`config.mk`:
```
export PLATFORM = sky130hd
export DESIGN_NAME = emu_code_nco_mc
export DESIGN_NICKNAME = d
export VERILOG_FILES = /design/src/rtl/emu_code_nco_mc.sv
export SDC_FILE = /design/constraint.sdc
export NUM_CORES = 1
export LEC_CHECK = 0
export ABC_CLOCK_PERIOD_IN_PS = 7400
export BUFFER_PORTS_ARGS = -buffer_cell sky130_fd_sc_hd__buf_2
export CORE_UTILIZATION = 54
export DETAILED_ROUTE_END_ITERATION = 7
export PLACE_DENSITY_LB_ADDON = 0.05
export RECOVER_POWER = 100
export REMOVE_ABC_BUFFERS = 1
export SLEW_MARGIN = 10
export SYNTH_ARGS = -nofsm -noshare
export SYNTH_HDL_FRONTEND = slang
export SYNTH_SLANG_ARGS = --single-unit
```
`constraint.sdc`:
```
create_clock -name clk -period 7.4 [get_ports clk]
set_input_delay 0.74 -clock clk [delete_from_list [all_inputs] [get_ports clk]]
set_output_delay 0.74 -clock clk [all_outputs]
set_load 0.01 [all_outputs]
```
`src/rtl/emu_code_nco_mc.sv`:
```
// emu_code_nco_mc: time-multiplexed multi-channel GPS C/A code NCO.
// A single phase-accumulator/Gold-code datapath visits every channel once per
// accepted sample strobe. It stages the per-channel chip and epoch bits, then
// publishes all of them together with a one-cycle dv_out pulse.
module emu_code_nco_mc #(
    parameter int NCH     = 4,
    parameter int PHASE_W = 32
) (
    input  logic                   clk,
    input  logic                   reset,
    input  logic [6*NCH-1:0]       ca_sel,
    input  logic [PHASE_W*NCH-1:0] freq,
    input  logic [NCH-1:0]         ch_en,
    input  logic                   sync,
    input  logic                   dv_in,
    output logic                   dv_out,
    output logic [NCH-1:0]         q,
    output logic [NCH-1:0]         epoch,
    output logic                   overrun
);
    localparam int               IDX_W     = (NCH > 1) ? $clog2(NCH) : 1;
    localparam logic [IDX_W-1:0] LAST_IDX  = IDX_W'(NCH - 1);
    localparam logic [9:0]       LAST_CHIP = 10'd1022;

    typedef enum logic [1:0] {IDLE, RUN, DONE} state_t;

    state_t           state, state_nxt;
    logic [IDX_W-1:0] idx;
    logic [31:0]      idx_w;

    // Per-channel stored state.
    logic [PHASE_W-1:0] phase    [NCH];
    logic [9:0]         chip_cnt [NCH];
    logic [10:1]        g1       [NCH];
    logic [10:1]        g2       [NCH];

    // Results gathered during the sweep, published in DONE.
    logic [NCH-1:0] q_stage, epoch_stage;

    // Shared datapath for the channel under the sequencer index.
    logic [5:0]         cur_sel;
    logic [PHASE_W-1:0] cur_freq;
    logic               cur_en;
    logic [PHASE_W:0]   sum;
    logic               carry, wrap;
    logic [9:0]         cnt_nxt;
    logic [10:1]        g1_nxt, g2_nxt;
    logic [8:0]         taps;
    logic [10:1]        sel_mask;
    logic               chip_nxt;

    // IS-GPS-200 G2 phase-selector taps: {valid, tap_a, tap_b}; invalid PRN -> 0.
    function automatic logic [8:0] prn_taps(input logic [5:0] prn);
        case (prn)
            6'd1:    prn_taps = {1'b1, 4'd2, 4'd6};
            6'd2:    prn_taps = {1'b1, 4'd3, 4'd7};
            6'd3:    prn_taps = {1'b1, 4'd4, 4'd8};
            6'd4:    prn_taps = {1'b1, 4'd5, 4'd9};
            6'd5:    prn_taps = {1'b1, 4'd1, 4'd9};
            6'd6:    prn_taps = {1'b1, 4'd2, 4'd10};
            6'd7:    prn_taps = {1'b1, 4'd1, 4'd8};
            6'd8:    prn_taps = {1'b1, 4'd2, 4'd9};
            6'd9:    prn_taps = {1'b1, 4'd3, 4'd10};
            6'd10:   prn_taps = {1'b1, 4'd2, 4'd3};
            6'd11:   prn_taps = {1'b1, 4'd3, 4'd4};
            6'd12:   prn_taps = {1'b1, 4'd5, 4'd6};
            6'd13:   prn_taps = {1'b1, 4'd6, 4'd7};
            6'd14:   prn_taps = {1'b1, 4'd7, 4'd8};
            6'd15:   prn_taps = {1'b1, 4'd8, 4'd9};
            6'd16:   prn_taps = {1'b1, 4'd9, 4'd10};
            6'd17:   prn_taps = {1'b1, 4'd1, 4'd4};
            6'd18:   prn_taps = {1'b1, 4'd2, 4'd5};
            6'd19:   prn_taps = {1'b1, 4'd3, 4'd6};
            6'd20:   prn_taps = {1'b1, 4'd4, 4'd7};
            6'd21:   prn_taps = {1'b1, 4'd5, 4'd8};
            6'd22:   prn_taps = {1'b1, 4'd6, 4'd9};
            6'd23:   prn_taps = {1'b1, 4'd1, 4'd3};
            6'd24:   prn_taps = {1'b1, 4'd4, 4'd6};
            6'd25:   prn_taps = {1'b1, 4'd5, 4'd7};
            6'd26:   prn_taps = {1'b1, 4'd6, 4'd8};
            6'd27:   prn_taps = {1'b1, 4'd7, 4'd9};
            6'd28:   prn_taps = {1'b1, 4'd8, 4'd10};
            6'd29:   prn_taps = {1'b1, 4'd1, 4'd6};
            6'd30:   prn_taps = {1'b1, 4'd2, 4'd7};
            6'd31:   prn_taps = {1'b1, 4'd3, 4'd8};
            6'd32:   prn_taps = {1'b1, 4'd4, 4'd9};
            default: prn_taps = 9'd0;
        endcase
    endfunction

    assign idx_w = 32'(idx);

    // Next phase, chip counter, LFSRs and chip bit for the channel being visited.
    // NOTE: every signal gets a default at the top so no path leaves one unassigned (no latches).
    always_comb begin
        cur_sel  = ca_sel[6*idx_w +: 6];
        cur_freq = freq[PHASE_W*idx_w +: PHASE_W];
        cur_en   = ch_en[idx];
        sum      = {1'b0, phase[idx]} + {1'b0, cur_freq};
        carry    = sum[PHASE_W];
        wrap     = carry && (chip_cnt[idx] == LAST_CHIP);
        cnt_nxt  = chip_cnt[idx];
        g1_nxt   = g1[idx];
        g2_nxt   = g2[idx];
        if (wrap) begin
            cnt_nxt = 10'd0;
            g1_nxt  = '1;
            g2_nxt  = '1;
        end else if (carry) begin
            cnt_nxt = chip_cnt[idx] + 10'd1;
            g1_nxt  = {g1[idx][9:1], g1[idx][3] ^ g1[idx][10]};
            g2_nxt  = {g2[idx][9:1], g2[idx][2] ^ g2[idx][3] ^ g2[idx][6]
                                   ^ g2[idx][8] ^ g2[idx][9] ^ g2[idx][10]};
        end
        taps     = prn_taps(cur_sel);
        sel_mask = '0;
        if (taps[8]) begin
            sel_mask[taps[7:4]] = 1'b1;
            sel_mask[taps[3:0]] = 1'b1;
        end
        chip_nxt = taps[8] & (g1_nxt[10] ^ (^(g2_nxt & sel_mask)));
    end

    // Sequencer next state; sync aborts any sweep.
    always_comb begin
        state_nxt = state;
        case (state)
            IDLE:    if (dv_in) state_nxt = RUN;
            RUN:     if (idx == LAST_IDX) state_nxt = DONE;
            DONE:    state_nxt = IDLE;
            default: state_nxt = IDLE;
        endcase
        if (sync) state_nxt = IDLE;
    end

    // Sequencer state register.
    // NOTE: all clocked state uses non-blocking assignments so every register sees pre-edge values.
    always_ff @(posedge clk or posedge reset) begin
        if (reset) state <= IDLE;
        else       state <= state_nxt;
    end

    // Channel index walks 0..NCH-1 during RUN and rests at 0 otherwise.
    always_ff @(posedge clk or posedge reset) begin
        if (reset)                          idx <= '0;
        else if (sync || state != RUN)      idx <= '0;
        else if (idx != LAST_IDX)           idx <= idx + 1'b1;
        else                                idx <= '0;
    end

    // Per-channel code/phase state; only the enabled channel under the index moves.
    // NOTE: the channel arrays are reset explicitly, since sync and reset must both leave a known code phase.
    always_ff @(posedge clk or posedge reset) begin
        if (reset) begin
            for (int k = 0; k < NCH; k++) begin
                phase[k]    <= '0;
                chip_cnt[k] <= '0;
                g1[k]       <= '1;
                g2[k]       <= '1;
            end
        end else if (sync) begin
            for (int k = 0; k < NCH; k++) begin
                phase[k]    <= '0;
                chip_cnt[k] <= '0;
                g1[k]       <= '1;
                g2[k]       <= '1;
            end
        end else if (state == RUN && cur_en) begin
            phase[idx]    <= sum[PHASE_W-1:0];
            chip_cnt[idx] <= cnt_nxt;
            g1[idx]       <= g1_nxt;
            g2[idx]       <= g2_nxt;
        end
    end

    // Stage chip/epoch bits as each channel is visited; disabled channels stage zeros.
    always_ff @(posedge clk or posedge reset) begin
        if (reset) begin
            q_stage     <= '0;
            epoch_stage <= '0;
        end else if (sync) begin
            q_stage     <= '0;
            epoch_stage <= '0;
        end else if (state == RUN) begin
            q_stage[idx]     <= cur_en & chip_nxt;
            epoch_stage[idx] <= cur_en & wrap;
        end
    end

    // Publish staged results with a single-cycle dv_out in DONE.
    always_ff @(posedge clk or posedge reset) begin
        if (reset) begin
            dv_out <= 1'b0;
            q      <= '0;
            epoch  <= '0;
        end else if (sync) begin
            dv_out <= 1'b0;
            q      <= '0;
            epoch  <= '0;
        end else begin
            dv_out <= (state == DONE);
            if (state == DONE) begin
                q     <= q_stage;
                epoch <= epoch_stage;
            end
        end
    end

    // Sticky flag for strobes that arrive while a sweep is still in flight.
    always_ff @(posedge clk or posedge reset) begin
        if (reset)                          overrun <= 1'b0;
        else if (sync)                      overrun <= 1'b0;
        else if (dv_in && state != IDLE)    overrun <= 1'b1;
    end

endmodule

```
### After elaboration in Yosys (flattened, before gate mapping)

Memory sizes are Yosys's and may differ from the RTL's.
Cells that the tools add are included.

| word-level totals | value |
|---|---|
| bits in registers | 270 |
| bits in latches | 0 |
| RAM bits | 0 |
| memory bits (read-only) | 576 |
| output and inout port bits | 10 |
| memories kept | 1 |

| cells by class | value |
|---|---|
| $add $sub $neg | 3 |
| multipliers | 1 |
| div/mod/pow operators | 0 |
| order comparisons | 8 |
| equality and inequality tests | 8 |
| shifts and indexed selects | 2 |
| muxes and demuxes | 62 |
| bitwise gates (word level) | 13 |
| reduce and logical (&&, ||, !) cells | 16 |

Memories:

| memory | depth | bits a word | rd ports | clocked after Yosys merged registers in | write ports | RTL line | text |
|---|---|---|---|---|---|---|---|
| (name not given) | 64 | 9 | 1 | 0 | 0 | 54 | `case (prn)` |

Operator list:

| kind | count |
|---|---|
| $mux W128 | 2 |
| $mux W40 | 6 |
| $mux W10 | 14 |
| $bwmux W128 | 1 |
| $shiftx A128 B8 Y32 | 1 |
| $bwmux W40 | 3 |
| $mux W32 | 3 |
| $bmux W32 S2 | 1 |
| $demux W32 S2 | 1 |
| $bmux W10 S2 | 3 |
| $add A32 B32 Y33 | 1 |
| $mux W4 | 8 |
| $shiftx A24 B6 Y6 | 1 |
| $demux W10 S2 | 1 |
| $add A10 B1 Y10 const B | 1 |
| $and A10 B10 Y10 | 1 |
| $eq A10 B10 Y1 const B | 1 |
| $lt A4 B5 Y1 const B | 2 |
| $mux W2 | 5 |
| $or A10 B10 Y10 | 1 |
| $reduce_bool A2 Y1 | 5 |
| $reduce_xor A10 Y1 | 1 |
| $bwmux W4 | 2 |
| $demux W1 S4 | 2 |
| other kinds (23) | 46 |

### Depth between registers and ports, before layout

| logic depth | value |
|---|---|
| word-level depth | 19 |
| mapped depth | 23 |

### Worst setup path before layout

No wires, ideal clock.

| timing path | value |
|---|---|
| path kind | reg2reg |
| start point | register idx[0] |
| end point | register q_stage[0] |
| library setup time | 121 ps |
| arrival | 6097 ps |
| data required time | 7279 ps |
| slack | 1182 ps |
| stages on the path, launching flop included | 22 |
| cells stage by stage | dfrtp_1 buf_6 buf_4 buf_2 buf_2 clkbuf_1 buf_1 mux4_2 ha_1 a21o_1 a211oi_1 o221ai_1 o21a_1 o2111ai_1 nand2_1 buf_1 a211oi_2 xnor2_1 xnor3_1 xnor3_1 nor2_1 a32o_2 |

| on the way | value |
|---|---|
| cells in the longest elaborated chain, start to end | 19 |
| elaborated cells between the ends (all ways) | 56 |
| those cells by class | 1 x add/sub; 1 x mul; 6 x order compare; 1 x eq/ne; 2 x shift; 28 x mux; 11 x bitwise; 5 x reduce/logical; 1 x memory |

RTL lines:

| item | RTL line | text |
|---|---|---|
| from (decl) | 28 | `logic [IDX_W-1:0] idx;` |
| from (signal assigned) | 147 | `else if (idx != LAST_IDX) idx <= idx + 1'b1;` |
| branches (longest 16 deep; another with $mem_v2 Z64 W9) | - |  |
| $bwmux W4 * | 185 | `q_stage[idx] <= cur_en & chip_nxt;` |
| $mux W4 * | 184 | `end else if (state == RUN) begin` |
| $mux W4 * | 181 | `end else if (sync) begin` |
| to (signal, indexed assignment) | 185 |  |
| to (decl) | 38 | `logic [NCH-1:0] q_stage, epoch_stage;` |

Every way passes the cells marked *. The select of a mux whose other input is x is not followed.
A chain may end at the register's enable or synchronous reset.

### Final worst setup path

| timing path | value |
|---|---|
| start point | register idx[0] |
| end point | register phase[91] (netlist name) |

| on the way | value |
|---|---|
| cells in the longest elaborated chain, start to end | 8 |
| elaborated cells between the ends (all ways) | 18 |
| those cells by class | 1 x add/sub; 2 x order compare; 1 x shift; 10 x mux; 1 x bitwise; 3 x reduce/logical |

RTL lines:

| item | RTL line | text |
|---|---|---|
| branches (longest 8 deep; another with $add A32 B32 Y33) | - |  |
| to (signal, indexed assignment) | 169 | `phase[idx] <= sum[PHASE_W-1:0];` |
| to (decl) | 32 | `logic [PHASE_W-1:0] phase [NCH];` |

Several ways; the timed one is not identified. The select of a mux whose other input is x is not followed.

==> results.yml <==
place:
  placed_area_um2: 16600
  hpwl_um: 25500
  numPlacedInstances: 1854
  io_buffers: 169
  place.gp.congestion: 0.938
timing:
  slew_viol_final: 423
  fin_tns_setup_ns: 0
  clock-skew-final_ns: 0.0181
  grt_setup_unrepaired: "false"
  slew-limit-headroom_pct: -229
  setup-violations-final: 0
  layout_min_cycle_time_ns: 6.42
  clock.fmax_mhz: 156
  timing_worst_slew_pin_value_ns: 4.94
  fin_crit_sh_pct: 86.8
  timing.final.hold_violations: 0
final_layout:
  final_common_cell: "sky130_fd_sc_hd__dfrtp_1"
  diodes: 0
  finish.instance_area_um2: 17600
  proportion_of_layout_cells_with_a_drive_suffix_above_1_pct: 28.4
  non_filler_cells_final: 1908
  syn2layout_area_growth_pct: 13.7
  final_net_count: 1711
  most_used_cells_in_the_layout_excluding_fill_and_tap_cells: "188 x sky130_fd_sc_hd__dfrtp_1, 159 x sky130_fd_sc_hd__buf_2, 139 x sky130_fd_sc_hd__nand2_1, 134 x sky130_fd_sc_hd__a22o_1, 115 x sky130_fd_sc_hd__o21ai_0"
global_route:
  grt.overflow.total: 0
  first_global_vias: 11600
  grt_use_total_pct: 28.2
  groute.layer.met3.usage_pct: 3.77
  largest_net_degree_at_the_start_of_global_routing: 140
  globalRouteMet1Util_pct: 41.3
  gr-usage-met2_pct: 44.6
  grt_pass1_wl_um: 64400
  number_of_antenna_violations_at_the_first_check_in_global_routing: 0
  most_congested_layer_reported_by_global_routing: "met2"
drt:
  dr.first_iter.drc_count: 984
  route.vias.total: 12000
  count_of_nets_left_with_antenna_violations_after_detail_routing: 0
  route.detailed.vias_per_inst: 6.30
  detail_route.first_pass.iterations: 5
  drt_drc: 0
  totalWireLength_um: 40600
  wl_per_cell_um: 21.3
clock_tree:
  cts_tree: "done"
  cts_buffer_depth: 3
  numCtsBuffers: 29
  clock_sinks: 270
  ctsResizeCount: 0
  post_cts_setup_repair_buffer_count: 0
  clk_transition_reported_paths_ns: 0.06
  postCtsHoldBufs: 0
  cts-htree-levels: 1
  insertion_delay_ns: 0.57
  cts-root-buf: "sky130_fd_sc_hd__clkbuf_16"
power_and_ir_drop:
  p_int_mw: 3.00
  swShare_pct: 28.9
  switchingPower_mw: 1.22
  pwr_density_cell_nw_per_um2: 240
  seq_power_share_pct: 40.3
  static-leakage-power_nw: 7.64
  irDropWorstVdd_v: 0.000224
  power.share.combinational_pct: 20.8
  p_clk_share_pct: 38.9
floorplanning:
  floorplan.rows: 61
  core-area_um2: 28000
  ioPinCount: 170
  die-area_um2: 29300
  die_h_um: 171
  initial_core_util_pct: 55.2
  die_width_um: 171
job:
  max_cap_viol_count: 9
outcome:
  run_status: "complete, but fails checks"
  failing_checks: "max-capacitance violations, max-slew violations"
worst_setup_path:
  cp_max_fo: 36
  worst_setup_path_startpoint: "idx[0]"
  worst-endpoint-arrival_ns: 6.87
  setup.worst_path.end_class: "flip-flop"
  required_ns: 7.85
  r2r_slack_ns: 0.98
  timing.rr.start: "idx[0]"
  timing_worst_setup_path_type: "reg2reg"
  timing.critical_path.from_type: "flip-flop"
synth:
  synth-edff-count: 0
  synth_flop_cell: "sky130_fd_sc_hd__dfrtp_1"
  synthesis.instances: 1384
  synthArstFlopShare_pct: 100
  synth_cell_types: 72
  syn_avg_cell_area_um2: 11.2
  synth.yosys.seq_area_share_pct: 44.3
  yosys_register_bits: 270
  netlist_area_um2: 15500
  yosysWarningCount: 0
hold_path:
  hp-class: "in2reg"
  hold_path_startpoint: "dv_in"
[metrics by stage]
step                total power, mW  util (%)  setup slack (ns)  hold slack (ns)
finish                         4.22      62.8             0.976            0.444
global route                   4.41      62.8             0.624            0.455
global placement               2.59      59.4              1.73            0.457
CTS                            4.25      63.3              1.51            0.393
floorplan                      2.35         -             -1.20            0.434
detailed placement             2.60      59.4              1.60            0.466
[area by class of cell]
class | count | area [um2]
fillers | 2348 | 10400
multi-input cells | 981 | 8050
flip-flops and latches | 270 | 6860
repair buffers | 192 | 1000
clock buffers | 36 | 792
well taps | 378 | 473
clock inverters | 18 | 289
inverters | 33 | 124
[layer usage]
metal | vias up | routed length, um
met5 | - | 0
met3 | 55 | 2300
met1 | 6100 | 18800
met2 | 391 | 18800
li1 | 5478 | -
met4 | 0 | 746
[cells in the mapped netlist, types with 3 or more instances]
| master | instances | area (um2) |
|---|---|---|
| sky130_fd_sc_hd__a211oi_1 | 11 | 82.6 |
| sky130_fd_sc_hd__a211oi_2 | 3 | 37.5 |
| sky130_fd_sc_hd__a21o_1 | 19 | 143 |
| sky130_fd_sc_hd__a21oi_1 | 68 | 340 |
| sky130_fd_sc_hd__a221oi_1 | 3 | 26.3 |
| sky130_fd_sc_hd__a22o_1 | 134 | 1170 |
| sky130_fd_sc_hd__a311o_1 | 3 | 30.0 |
| sky130_fd_sc_hd__a31o_2 | 3 | 26.3 |
| sky130_fd_sc_hd__a31oi_1 | 13 | 81.3 |
| sky130_fd_sc_hd__a32o_1 | 3 | 30.0 |
| sky130_fd_sc_hd__a32oi_1 | 4 | 35.0 |
| sky130_fd_sc_hd__and2_1 | 10 | 62.6 |
| sky130_fd_sc_hd__and3_1 | 11 | 68.8 |
| sky130_fd_sc_hd__buf_1 | 19 | 71.3 |
| sky130_fd_sc_hd__buf_2 | 7 | 35.0 |
| sky130_fd_sc_hd__buf_6 | 6 | 67.6 |
| sky130_fd_sc_hd__clkbuf_1 | 67 | 251 |
| sky130_fd_sc_hd__dfrtp_1 | 190 | 4750 |
| sky130_fd_sc_hd__dfstp_2 | 80 | 2100 |
| sky130_fd_sc_hd__ha_1 | 43 | 538 |
| sky130_fd_sc_hd__inv_1 | 33 | 124 |
| sky130_fd_sc_hd__mux2_2 | 12 | 135 |
| sky130_fd_sc_hd__mux2i_1 | 12 | 120 |
| sky130_fd_sc_hd__mux4_2 | 99 | 2230 |
| sky130_fd_sc_hd__nand2_1 | 139 | 522 |
| sky130_fd_sc_hd__nand2b_1 | 5 | 31.3 |
| sky130_fd_sc_hd__nand3_1 | 15 | 75.1 |
| sky130_fd_sc_hd__nand4_1 | 7 | 43.8 |
| sky130_fd_sc_hd__nor2_1 | 96 | 360 |
| sky130_fd_sc_hd__nor2b_1 | 10 | 62.6 |
| sky130_fd_sc_hd__nor3_1 | 27 | 135 |
| sky130_fd_sc_hd__o21a_1 | 7 | 52.6 |
| sky130_fd_sc_hd__o21ai_0 | 115 | 576 |
| sky130_fd_sc_hd__o21ai_1 | 3 | 15.0 |
| sky130_fd_sc_hd__o21bai_1 | 5 | 37.5 |
| sky130_fd_sc_hd__o221ai_1 | 3 | 26.3 |
| sky130_fd_sc_hd__o311ai_0 | 3 | 26.3 |
| sky130_fd_sc_hd__o31ai_1 | 9 | 67.6 |
| sky130_fd_sc_hd__o32a_1 | 3 | 30.0 |
| sky130_fd_sc_hd__or3_1 | 4 | 25.0 |
| sky130_fd_sc_hd__xnor2_1 | 28 | 245 |
| sky130_fd_sc_hd__xor2_1 | 12 | 105 |
[power groups by stage]
stage	Sequential, mW	Combinational [mW]	Clock, mW
3_3_place_gp	1.72	0.865	0
6_report	1.70	0.880	1.64
5_1_grt	1.72	0.968	1.73
2_1_floorplan	1.71	0.639	0
4_1_cts	1.70	0.884	1.67
3_5_place_dp	1.72	0.878	0
[cell families after synthesis]
family | count (synthesis) | share of synthesized area (%)
AOI/OAI and AO/OA | 433 | 19.7
and+or+nand+nor | 336 | 9.65
DFF | 270 | 44.3
buffers and inverters | 133 | 3.60
muxes | 125 | 16.4
adders and majority gates | 44 | 3.61
xor gates and xnor gates | 43 | 2.66
[path summary, 6_finish.rpt]
path / end / depth (start not counted)
max reg2reg: phase[91] / 7
max: phase[91] / 7
min: overrun / 3
max in group asynchronous: phase[23] / 2
min in group asynchronous: chip_cnt[10] / 2
min reg2reg: chip_cnt[8] / 2
[worst max-delay path: stages (launching register included)]
cell and delay (ns):
sky130_fd_sc_hd__dfrtp_4 0.93, sky130_fd_sc_hd__buf_4 0.54, sky130_fd_sc_hd__buf_4 0.56, sky130_fd_sc_hd__mux4_2 0.74
sky130_fd_sc_hd__a31oi_1 2.00, sky130_fd_sc_hd__buf_4 0.60, sky130_fd_sc_hd__nor2_2 0.39, sky130_fd_sc_hd__a22o_1 0.46
[state kept, by name, indices dropped and copies added, names as in the netlist, 2 cells and up]
signal	cells
q	4
idx	2
q_stage	4
chip_cnt	40
epoch_stage	4
g2	40
g1	40
phase	128
state	2
epoch	4
Power figures use the tool's default switching activity.
